$ cat src/rtl/id_ex_stage_pkg.sv
// Shared definitions for the ID/EX stage: ALU-op encodings, funct3 codes and
// default datapath widths.
package id_ex_stage_pkg;

  localparam int unsigned DEF_XLEN = 32;
  localparam int unsigned DEF_RA_W = 5;

  localparam logic [1:0] ALUOP_LDST  = 2'b00;
  localparam logic [1:0] ALUOP_BR    = 2'b01;
  localparam logic [1:0] ALUOP_ARITH = 2'b10;
  localparam logic [1:0] ALUOP_JAL   = 2'b11;

  localparam logic [2:0] F3_ADD  = 3'b000;
  localparam logic [2:0] F3_SLL  = 3'b001;
  localparam logic [2:0] F3_SLT  = 3'b010;
  localparam logic [2:0] F3_SLTU = 3'b011;
  localparam logic [2:0] F3_XOR  = 3'b100;
  localparam logic [2:0] F3_SR   = 3'b101;
  localparam logic [2:0] F3_OR   = 3'b110;
  localparam logic [2:0] F3_AND  = 3'b111;

endpackage

$ cat src/rtl/id_ex_stage_hazard_detect.sv
// Load-use hazard detection: flags an ID instruction that reads the
// destination of a load currently sitting in EX.
module id_ex_stage_hazard_detect
  import id_ex_stage_pkg::*;
#(
  parameter int unsigned RA_W = DEF_RA_W
) (
  input  logic            id_valid,
  input  logic [1:0]      id_aluop,
  input  logic            id_i_type,
  input  logic            id_lui_flag,
  input  logic            id_memwrite,
  input  logic [RA_W-1:0] id_rs1,
  input  logic [RA_W-1:0] id_rs2,
  input  logic            ex_valid,
  input  logic            ex_memread,
  input  logic [RA_W-1:0] ex_rd,
  output logic            haz
);

  logic w_uses_rs1;
  logic w_uses_rs2;
  logic w_rd_nz;

  assign w_uses_rs1 = !(id_lui_flag | (id_aluop == ALUOP_JAL));
  // Stores read rs2 as write data even though their aluop is ld/st.
  assign w_uses_rs2 = !id_i_type & !id_lui_flag &
                      ((id_aluop == ALUOP_ARITH) | (id_aluop == ALUOP_BR) | id_memwrite);
  assign w_rd_nz    = (ex_rd != '0);

  assign haz = ex_valid & ex_memread & w_rd_nz & id_valid &
               ((w_uses_rs1 & (ex_rd == id_rs1)) | (w_uses_rs2 & (ex_rd == id_rs2)));

endmodule

$ cat src/rtl/id_ex_stage.sv
// ID/EX pipeline register. Loads a bubble on flush or load-use hazard and
// raises stall to hold PC and IF/ID for the hazard cycle.
module id_ex_stage
  import id_ex_stage_pkg::*;
#(
  parameter int unsigned XLEN = DEF_XLEN,
  parameter int unsigned RA_W = DEF_RA_W
) (
  input  logic            clk,
  input  logic            rst,
  input  logic            flush,
  input  logic            id_valid,
  input  logic [1:0]      id_aluop,
  input  logic [2:0]      id_funct3,
  input  logic            id_instr30,
  input  logic            id_i_type,
  input  logic            id_lui_flag,
  input  logic            id_regwrite,
  input  logic            id_memread,
  input  logic            id_memwrite,
  input  logic            id_memtoreg,
  input  logic            id_branch,
  input  logic            id_alusrc,
  input  logic [RA_W-1:0] id_rs1,
  input  logic [RA_W-1:0] id_rs2,
  input  logic [RA_W-1:0] id_rd,
  input  logic [XLEN-1:0] id_rs1_data,
  input  logic [XLEN-1:0] id_rs2_data,
  input  logic [XLEN-1:0] id_imm,
  input  logic [XLEN-1:0] id_pc,
  output logic            stall,
  output logic            ex_valid,
  output logic [1:0]      ex_aluop,
  output logic [2:0]      ex_funct3,
  output logic            ex_instr30,
  output logic            ex_i_type,
  output logic            ex_lui_flag,
  output logic            ex_regwrite,
  output logic            ex_memread,
  output logic            ex_memwrite,
  output logic            ex_memtoreg,
  output logic            ex_branch,
  output logic            ex_alusrc,
  output logic [RA_W-1:0] ex_rs1,
  output logic [RA_W-1:0] ex_rs2,
  output logic [RA_W-1:0] ex_rd,
  output logic [XLEN-1:0] ex_rs1_data,
  output logic [XLEN-1:0] ex_rs2_data,
  output logic [XLEN-1:0] ex_imm,
  output logic [XLEN-1:0] ex_pc
);

  logic w_haz;
  logic w_bubble;
  logic w_ctl_en;

  id_ex_stage_hazard_detect #(
    .RA_W(RA_W)
  ) u_hazard_detect (
    .id_valid   (id_valid),
    .id_aluop   (id_aluop),
    .id_i_type  (id_i_type),
    .id_lui_flag(id_lui_flag),
    .id_memwrite(id_memwrite),
    .id_rs1     (id_rs1),
    .id_rs2     (id_rs2),
    .ex_valid   (ex_valid),
    .ex_memread (ex_memread),
    .ex_rd      (ex_rd),
    .haz        (w_haz)
  );

  assign stall    = w_haz & !flush;
  assign w_bubble = flush | w_haz;
  // Controls only pass for a real instruction that is not being squashed.
  assign w_ctl_en = id_valid & !w_bubble;

  always_ff @(posedge clk or posedge rst) begin
    if (rst) begin
      ex_valid    <= 1'b0;
      ex_aluop    <= '0;
      ex_funct3   <= '0;
      ex_instr30  <= 1'b0;
      ex_i_type   <= 1'b0;
      ex_lui_flag <= 1'b0;
      ex_regwrite <= 1'b0;
      ex_memread  <= 1'b0;
      ex_memwrite <= 1'b0;
      ex_memtoreg <= 1'b0;
      ex_branch   <= 1'b0;
      ex_alusrc   <= 1'b0;
      ex_rs1      <= '0;
      ex_rs2      <= '0;
      ex_rd       <= '0;
      ex_rs1_data <= '0;
      ex_rs2_data <= '0;
      ex_imm      <= '0;
      ex_pc       <= '0;
    end else begin
      ex_valid    <= w_ctl_en;
      ex_aluop    <= w_ctl_en ? id_aluop  : ALUOP_LDST;
      ex_funct3   <= w_ctl_en ? id_funct3 : F3_ADD;
      ex_instr30  <= w_ctl_en & id_instr30;
      ex_i_type   <= w_ctl_en & id_i_type;
      ex_lui_flag <= w_ctl_en & id_lui_flag;
      ex_regwrite <= w_ctl_en & id_regwrite;
      ex_memread  <= w_ctl_en & id_memread;
      ex_memwrite <= w_ctl_en & id_memwrite;
      ex_memtoreg <= w_ctl_en & id_memtoreg;
      ex_branch   <= w_ctl_en & id_branch;
      ex_alusrc   <= w_ctl_en & id_alusrc;
      ex_rs1      <= w_bubble ? '0 : id_rs1;
      ex_rs2      <= w_bubble ? '0 : id_rs2;
      ex_rd       <= w_bubble ? '0 : id_rd;
      ex_rs1_data <= w_bubble ? '0 : id_rs1_data;
      ex_rs2_data <= w_bubble ? '0 : id_rs2_data;
      ex_imm      <= w_bubble ? '0 : id_imm;
      ex_pc       <= w_bubble ? '0 : id_pc;
    end
  end

endmodule

$ cat config.mk
export PLATFORM = sky130hd
export DESIGN_NAME = id_ex_stage
export DESIGN_NICKNAME = d
export VERILOG_FILES = /design/src/rtl/id_ex_stage_pkg.sv /design/src/rtl/id_ex_stage_hazard_detect.sv /design/src/rtl/id_ex_stage.sv
export SDC_FILE = /design/constraint.sdc
export NUM_CORES = 1
export LEC_CHECK = 0
export CORE_AREA = 2 2 131 133
export DETAILED_ROUTE_END_ITERATION = 10
export DIE_AREA = 0 0 133 135
export PLACE_DENSITY = 0.75
export SYNTH_ARGS = -nofsm -noshare
export SYNTH_HDL_FRONTEND = slang
export SYNTH_SLANG_ARGS = --single-unit
$ cat constraint.sdc
create_clock -name clk -period 5.54 [get_ports clk]
set_input_delay 1.662 -clock clk [delete_from_list [all_inputs] [get_ports clk]]
set_output_delay 1.662 -clock clk [all_outputs]
set_load 0.005 [all_outputs]
# Word level (Yosys, flattened, before mapping)

Cells that the tools add are included.

Equal/unequal tests: 5
Muxes and demuxes: 9
Bitwise operators: 24
Reductions and logical operators: 6

Operator list:

| operator                                      | number |
|---|---|
| two-way mux 32 bit                            | 4 |
| bitwise AND 1 bit                             | 19 |
| two-way mux 5 bit                             | 3 |
| == test 5 bit                                 | 2 |
| zero test 1 bit                               | 5 |
| bitwise OR 1 bit                              | 5 |
| nonzero test 5 bit                            | 1 |
| == test 2 bit, second input constant          | 2 |
| two-way mux 3 bit                             | 1 |
| == test 2 x 1 -> 1 bit, second input constant | 1 |
| two-way mux 2 bit                             | 1 |

Register bits after elaboration: 158

# Depth between registers and ports, before layout

Gate-level depths: netlist of the first run.

Depth after elaboration: 11
Depth in mapped cells: 7

# Hierarchy

Synthesis of the first run repeated with hierarchy kept, for this count alone.

Cell total of the unflattened synthesis: 374
Area, all modules: 6286.0 µm²

Modules (own cells, without submodules):

| module                    | times used | cells an instance | area an instance (µm²) |
|---|---|---|---|
| id_ex_stage               | 1          | 355               | 6132.1 |
| id_ex_stage_hazard_detect | 1          | 19                | 153.9 |

# Worst setup path before layout of the first run

No wires, ideal clock.

Kind: input -> output
From: input port id_aluop[0]
To: output port stall
Arrival time: 2.886 ns
Setup slack: 0.992 ns
Stages on the path: 5
Path buffers: 1
Cell sequence: ha_1 or4_1 a21oi_2 buf_4 nor2b_1

Word-level cells in the longest chain between the ends: 8
Elaborated cells on any way between the ends: 13
Classes of those cells: 3 x eq/ne; 9 x bitwise; 1 x reduce/logical

Ends and longest elaborated chain:

| item                                                           | RTL line                        | source |
|---|---|---|
| start: declaration                                             | id_ex_stage.sv:13               | `input logic [1:0] id_aluop,` |
| == test 2 bit / == test 2 x 1 -> 1 bit (equally long branches) | id_ex_stage_hazard_detect.sv:28 | `((id_aluop == ALUOP_ARITH) \| (id_aluop == ALUOP_BR) \| id_memwrite);` |
| bitwise OR 1 bit (2 in a row)                                  | id_ex_stage_hazard_detect.sv:28 |  |
| bitwise AND 1 bit                                              | id_ex_stage_hazard_detect.sv:27 | `assign w_uses_rs2 = !id_i_type & !id_lui_flag &` |
| bitwise AND 1 bit                                              | id_ex_stage_hazard_detect.sv:32 | `((w_uses_rs1 & (ex_rd == id_rs1)) \| (w_uses_rs2 & (ex_rd == id_rs2)));` |
| bitwise OR 1 bit (*)                                           | id_ex_stage_hazard_detect.sv:32 |  |
| bitwise AND 1 bit (*)                                          | id_ex_stage_hazard_detect.sv:31 | `assign haz = ex_valid & ex_memread & w_rd_nz & id_valid &` |
| bitwise AND 1 bit (*)                                          | id_ex_stage.sv:73               | `assign stall = w_haz & !flush;` |
| end: declaration                                               | id_ex_stage.sv:31               | `output logic stall,` |

Every way passes the cells marked *; elsewhere a longest branch is shown, timed or not.

# Worst setup path after layout of the first run

From: input port id_rs1[3]
To: output port stall

Word-level cells in the longest chain between the ends: 5

Ends and longest elaborated chain:

| item               | RTL line                        | source |
|---|---|---|
| start: declaration | id_ex_stage.sv:24               | `input logic [RA_W-1:0] id_rs1,` |
| == test 5 bit      | id_ex_stage_hazard_detect.sv:32 |  |
| bitwise AND 1 bit  | id_ex_stage_hazard_detect.sv:32 |  |
| bitwise OR 1 bit   | id_ex_stage_hazard_detect.sv:32 |  |
| bitwise AND 1 bit  | id_ex_stage_hazard_detect.sv:31 |  |
| bitwise AND 1 bit  | id_ex_stage.sv:73               |  |

No other way between the ends.

==> summary.txt, run 1 <==
Synth
  – Distinct cell type count after synthesis: 19
  – Simple-Gate Fraction of Synth Area: 0.2248
  – Synth Area in Compound Gates: 0.004764
  – Mux cell area share after synthesis: 0
  – Flops & latches, synth: 158
  – Sequential-to-total area share from yosys stat: 0.7169
  – YS warnings: 0
  – Post-synthesis adder-cell area fraction: 0.002269
  – Post-synthesis net count: 549
  – Syn Inst Count: 387
  – Main combinational cell family by area after synthesis: simple AND/OR/NAND/NOR gates
  – Mapped Area: 0.005515 mm²
  – Xor/xnor share of the synthesized area: 0.01588
  – Synthesized area per cell: 14.25 µm²

Worst setup path
  – CP top delay family: buffers and inverters
  – CP peak stage delay: 0.52 ns
  – Worst setup EP type: output port
  – Worst path required time: 3.88 ns
  – Critical Path AT: 3.79 ns
  – Most used cell, CP: clkdlybuf4s50_1
  – Buf/Inv on CP: 2
  – CP max FO: 2
  – Worst path slowest cell: or4_4
  – CP startpoint kind: input port
  – Crit-path cells: clkdlybuf4s50_1 -> xnor2_1 -> nand4_1 -> or4_4 -> a21oi_4 -> nor2b_1 -> clkdlybuf4s50_1
  – Kind of critical path: input port to output port

Placement
  – DP HPWL: 11330 µm
  – Place WS: 0.09138 ns
  – Placed Instances: 897
  – # port buffers: 319
  – Global placement routability congestion: 0.8864

Timing
  – PnR worst setup slack: 0.09139 ns
  – Tmin final: 5.449 ns
  – Max Clk Rate: 0.1835 GHz
  – Crit share post-route: 0.9835
  – Setup TNS: 0 ns
  – Final setup fails: 0
  – Hold Fails Final Rpt: 0
  – Worst slew pin tran: 0.8773 ns
  – Rel. slew slack: 0.4152
  – Slew Limit Fails: 0
  – Final Skew: 0.007677 ns

Die
  – DIE AREA: 0.01796 mm²
  – Num rows: 47
  – Core Area: 0.01641 mm²
  – Die height: 135 µm
  – Starting Density: 0.3362
  – Die width: 133 µm
  – IO Count: 320

Clocking
  – Deepest clock path buffer count: 2
  – Root Driver: clkbuf_16
  – Total CTS buffers: 17
  – Clk_lat worst skew: 0.42 ns
  – Reg clk slew, reported paths: 0.06 ns
  – CTS Sinks: 158
  – Setup bufs post-CTS: 0
  – CTS tree: yes
  – Hold Buf Count CTS: 0
  – H-tree depth: 4

Detailed routing
  – Antenna Nets Post-Route: 0
  – Via Count: 4293
  – Drt drc: 0
  – DRT Wirelength: 16070 µm
  – Drt first pass iters: 4
  – Average wire per standard cell: 17.30 µm
  – Via density: 4.621
  – Starting DRT DRC Count: 205

Worst hold path
  – Worst min-delay path category: flop to flop

Cells and area
  – Fin cells: 929
  – Share of post-route cells with drive strength above 1: 0.05924
  – # diodes: 0
  – Util after Layout: 0.5764
  – Nets: 858
  – P&R area growth vs syn: 71.46%

Global route
  – Initial antenna violation count: 0
  – Vias in the first global route: 4638
  – Total global-route track usage: 0.1801
  – Largest net degree at the start of global routing: 84
  – Global-route wire length before repair: 24900 µm
  – Grt total ovfl: 0

Job
  – Max_cap viols: 0

Status
  – Status: finished clean

Power and ir drop
  – PD cells: 289.4 mW/mm²
  – Overall power: 2737 µW
  – Worst VDD drop: 0.1862 mV
  – Pleak: 0.003924 µW
-- flip-flops by register name, indices dropped and copies added (netlist names), 2 cells and up --
signal and cells:
ex_aluop 2, ex_funct3 3, ex_imm 32, ex_pc 32, ex_rd 5, ex_rs1 5
ex_rs1_data 32, ex_rs2 5, ex_rs2_data 32
-- tightest hold or removal path: cells and delay by family (launching register included) --
kind                   cells  cell delay (ns)
buffers and inverters      1             0.34
flip-flops                 1             0.39
AO/OA/AOI/OAI              2             0.19
AND/OR/NAND/NOR            1             0.27
-- path summary, 6_finish.rpt --
kind,slack [ns],cells after the start,to,from
min,1.26,4,ex_rs2[1],ex_memread
max,0.09,7,stall,id_rs1[3]
max in group asynchronous,2.81,3,ex_rs1[0],rst
max reg2reg,2.17,7,ex_pc[6],ex_rd[0]
min reg2reg,1.26,4,ex_rs2[1],ex_memread
min in group asynchronous,1.75,2,ex_pc[20],rst
-- area by class of cell --
type,count,area [µm²]
repair buffers,326,3256
fillers,1257,6950
flip-flops and latches,158,3954
inverters,1,7.507
well taps,220,275.3
clock inverters,14,157.7
multi-input cells,192,1378
clock buffers,18,429.2
-- per-stage QoR --
stage | instance area, µm² | hold slack [ns]
final | 9457 | 1.263
after floorplan | 5519 | 0.8871
after CTS | 9453 | 1.279
after detailed placement | 8866 | 1.251
after global placement | 8866 | 1.238
after global routing | 9457 | 1.325
-- report_power, final --
part / switching (µW) / internal (µW)
combinational: 114 / 235
sequential: 18.7 / 1210
clock: 486 / 673
total: 619 / 2120
-- Yosys cell counts --
| master | count | area share |
|---|---|---|
| nor4_1 | 1 | 0.0011 |
| or4_1 | 2 | 0.0027 |
| dfrtp_1 | 158 | 0.72 |
| nor3b_1 | 144 | 0.20 |
| xnor2_1 | 5 | 0.0079 |
| buf_4 | 14 | 0.019 |
| nand4_1 | 1 | 0.0011 |
| buf_1 | 1 | 0.00068 |
| inv_1 | 1 | 0.00068 |
| o2111ai_1 | 2 | 0.0032 |
| a21oi_2 | 1 | 0.0016 |
| xor2_1 | 5 | 0.0079 |
| nand2_1 | 14 | 0.0095 |
| nor2b_1 | 1 | 0.0011 |
| ha_1 | 1 | 0.0023 |
| nor2_1 | 2 | 0.0014 |
| buf_2 | 3 | 0.0027 |
| nor3_1 | 13 | 0.012 |
| clkbuf_1 | 18 | 0.012 |
-- metal layers --
metal / part of all wire / vias to the layer above / track usage
li1: - / 1939 / -
met1: 0.39 / 2097 / 0.2081
met2: 0.50 / 224 / 0.3040
met3: 0.085 / 33 / 0.06644
met4: 0.025 / 0 / 0.07467
met5: 0 / - / 0
-- cells in the final DEF (no fill, tap or decap) --
master,synthesis,final
buf_12,0,1
inv_8,0,2
clkbuf_16,0,17
o2111ai_1,2,2
clkdlybuf4s50_1,0,318
a21oi_4,0,1
bufinv_16,0,2
nor3_1,13,13
clkbuf_1,18,1
nand4_1,1,1
ha_1,1,1
inv_6,0,4
xor2_1,5,5
xnor2_1,5,5
nand2_1,14,14
nor3b_1,144,144
or4_1,2,1
nor2_1,2,2
nor4_1,1,1
dfrtp_1,158,158
clkinv_2,0,2
or4_4,0,1
buf_4,14,7
nor2b_1,1,1
clkinvlp_4,0,5
-- repair_timing --
item | in CTS | in global routing
endpoints found under the setup margin | 0 | 1
resized for setup | 0 | 1
endpoints found under the hold margin | 0 | 0
-- cell families after synthesis --
logic type / after synthesis
buffers and inverters: 37
and+or+nand+nor: 178
adders and majority gates: 1
AOI/OAI and AO/OA: 3
xor gates and xnor gates: 10
DFF: 158
Note: power is estimated with default switching activity, not from simulation.
==> run 2: changes to the inputs <==
--- a/config.mk
+++ b/config.mk
@@ -7,6 +7,8 @@
 export LEC_CHECK = 0
-export CORE_AREA = 2 2 131 133
+export CELL_PAD_IN_SITES_DETAIL_PLACEMENT = 2
+export CELL_PAD_IN_SITES_GLOBAL_PLACEMENT = 2
+export CORE_AREA = 2 2 166 168
 export DETAILED_ROUTE_END_ITERATION = 10
-export DIE_AREA = 0 0 133 135
-export PLACE_DENSITY = 0.75
+export DIE_AREA = 0 0 168 170
+export PLACE_DENSITY_LB_ADDON = 0.1
 export SYNTH_ARGS = -nofsm -noshare
--- a/constraint.sdc
+++ b/constraint.sdc
@@ -3,2 +3,2 @@
 set_output_delay 1.662 -clock clk [all_outputs]
-set_load 0.005 [all_outputs]
+set_load 0.02 [all_outputs]
==> summary.txt, run 2 (synthesis results as in run 1) <==
Status
  – Status: finished clean (unchanged)

Clocking
  – Reg clk slew, reported paths: 0.07 ns (was 0.06 ns)
  – Clk_lat worst skew: 0.42 ns (about the same)
  – Total CTS buffers: 17 (unchanged)
  – Root Driver: clkbuf_16 (unchanged)
  – Deepest clock path buffer count: 2 (unchanged)
  – H-tree depth: 4 (unchanged)
  – CTS tree: yes (unchanged)
  – CTS Sinks: 158 (unchanged)

Detailed routing
  – Starting DRT DRC Count: 154 (was 205)
  – Via density: 4.137 (was 4.621)
  – Via Count: 4344 (was 4293)
  – DRT Wirelength: 20710 µm (was 16070 µm)
  – Drt drc: 0 (unchanged)
  – Average wire per standard cell: 19.72 µm (was 17.30 µm)
  – Drt first pass iters: 4 (unchanged)
  – Antenna Nets Post-Route: 0 (unchanged)

Worst hold path
  – Worst min-delay path category: flop to flop (unchanged)
  – Hold_sp: ex_valid (was ex_memread)

Timing
  – Hold Fails Final Rpt: 0 (unchanged)
  – Slew Limit Fails: 0 (unchanged)
  – Final Skew: 0.01296 ns (was 0.007677 ns)
  – Max Clk Rate: 0.1868 GHz (was 0.1835 GHz)
  – Hold WS: 1.230 ns (was 1.263 ns)
  – Setup TNS: 0 ns (unchanged)
  – Final setup fails: 0 (unchanged)
  – Worst slew pin tran: 1.115 ns (was 0.8773 ns)
  – RSZ-0062 raised after global routing: false
  – Rel. slew slack: 0.2567 (was 0.4152)
  – Crit share post-route: 0.9662 (was 0.9835)
  – Tmin final: 5.353 ns (was 5.449 ns)

Global route
  – Initial antenna violation count: 0 (unchanged)
  – Total global-route track usage: 0.1440 (was 0.1801)
  – Vias in the first global route: 5056 (was 4638)
  – Global-route wire length before repair: 31080 µm (was 24900 µm)
  – Grt total ovfl: 0 (unchanged)
  – Largest net degree at the start of global routing: 101 (was 84)

Worst setup path
  – CP startpoint kind: input port (unchanged)
  – Worst setup EP type: output port (unchanged)
  – CP peak stage delay: 0.54 ns (was 0.52 ns)
  – CP max FO: 2 (unchanged)
  – FF-to-FF setup slack: 2.10 ns (was 2.17 ns)
  – Worst path required time: 3.88 ns (about the same)
  – Critical Path AT: 3.69 ns (was 3.79 ns)
  – Worst path slowest cell: or4_1 (was or4_4)
  – Beginning of the critical path: id_rs1[4] (was id_rs1[3])
  – Kind of critical path: input port to output port (unchanged)
  – Reg2reg start: ex_rd[4] (was ex_rd[0])
  – Crit-path cells: clkdlybuf4s50_1 -> xnor2_1 -> nand4_1 -> or4_1 -> a21oi_4 -> nor2b_1 -> clkbuf_2 (was clkdlybuf4s50_1 -> xnor2_1 -> nand4_1 -> or4_4 -> a21oi_4 -> nor2b_1 -> clkdlybuf4s50_1)

Die
  – Starting Density: 0.2069 (was 0.3362)
  – IO Count: 320 (unchanged)
  – Die width: 168 µm (was 133 µm)
  – Core Area: 0.02665 mm² (was 0.01641 mm²)
  – Num rows: 60 (was 47)
  – Die height: 170 µm (was 135 µm)
  – DIE AREA: 0.02856 mm² (was 0.01796 mm²)

Power and ir drop
  – Worst VDD drop: 0.1512 mV (was 0.1862 mV)
  – Overall power: 2819 µW (was 2737 µW)
  – Pleak: 0.003928 µW (was 0.003924 µW)
  – PD cells: 293.7 mW/mm² (was 289.4 mW/mm²)

Placement
  – # port buffers: 319 (unchanged)
  – DP HPWL: 14700 µm (was 11330 µm)
  – Global placement routability congestion: 0.7039 (was 0.8864)

Cells and area
  – Most frequent cells in the layout: 317 x clkdlybuf4s50_1, 158 x dfrtp_1, 144 x nor3b_1 (was 318 x clkdlybuf4s50_1, 158 x dfrtp_1, 144 x nor3b_1)
  – Commonest non-fill, non-tap cell in the layout: clkdlybuf4s50_1 (unchanged)
  – Nets: 858 (unchanged)
  – # diodes: 0 (unchanged)
  – P&R area growth vs syn: 74.05% (was 71.46%)
  – Share of post-route cells with drive strength above 1: 0.05924 (unchanged)

Job
  – Max_cap viols: 0 (unchanged)
run 2: cell count changes in the layout (fill, tap and decap cells not counted), sizes merged:
| cell | delta |
|---|---|
| clkinv | +1 |
| clkbuf | +1 |
| clkdlybuf4s50 | -1 |
| clkinvlp | -2 |
| bufinv | -1 |
| inv | +2 |
run 2: area by class of cell:
cell class / count / area, µm²
fill: 2741 / 17050
clock inverter: 14 / 145.1
timing repair buffer: 326 / 3263
tap: 341 / 426.7
clock buffer: 18 / 429.2
sequential: 158 / 3954
multi-input combinational: 192 / 1374
inverter: 1 / 7.507
run 2: power by group:
group	internal [µW]	switching [µW]
Clock	636	529
Combinational	236	188
Sequential	1210	19.0
run 2: metrics by stage:
stage | cells | util | setup slack, ns | instance area [µm²]
2_1_floorplan | 387 | - | 0.7976 | 5519
3_3_place_gp | 1018 | 0.3388 | -0.2173 | 9030
3_5_place_dp | 1018 | 0.3388 | -0.2054 | 9030
4_1_cts | 1050 | 0.3603 | 0.02729 | 9603
5_1_grt | 1050 | 0.3602 | 0.1107 | 9599
6_report | 1050 | 0.3602 | 0.1870 | 9599
run 2: what timing repair did:
action	CTS	global route
hold buffers	0	0
buffers inserted	0	0
setup endpoints to repair	1	1
gates resized for setup	1	2
run 2: critical path, delay by kind of cell:
family,cells,cell delay [ns]
simple gates,3,0.93
xor+xnor,1,0.15
compound gates,1,0.19
buf+inv,2,0.76
run 2: path summary, 6_finish.rpt:
check                                  endpoint  cells past startpoint
worst min-delay path                  ex_pc[29]                      4
worst max-delay path                      stall                      7
worst max register to register        ex_rs1[2]                      7
worst min register to register        ex_pc[29]                      4
max in group asynchronous       ex_rs1_data[23]                      3
min in group asynchronous              ex_pc[3]                      2
run 2: layer usage:
| metal | up-vias | GRT usage | routed length [µm] |
|---|---|---|---|
| met5 | - | 0 | 0 |
| met2 | 167 | 0.2517 | 10840 |
| li1 | 1935 | - | - |
| met1 | 2227 | 0.1695 | 8172 |
| met4 | 0 | 0.04575 | 319 |
| met3 | 15 | 0.04395 | 1380 |
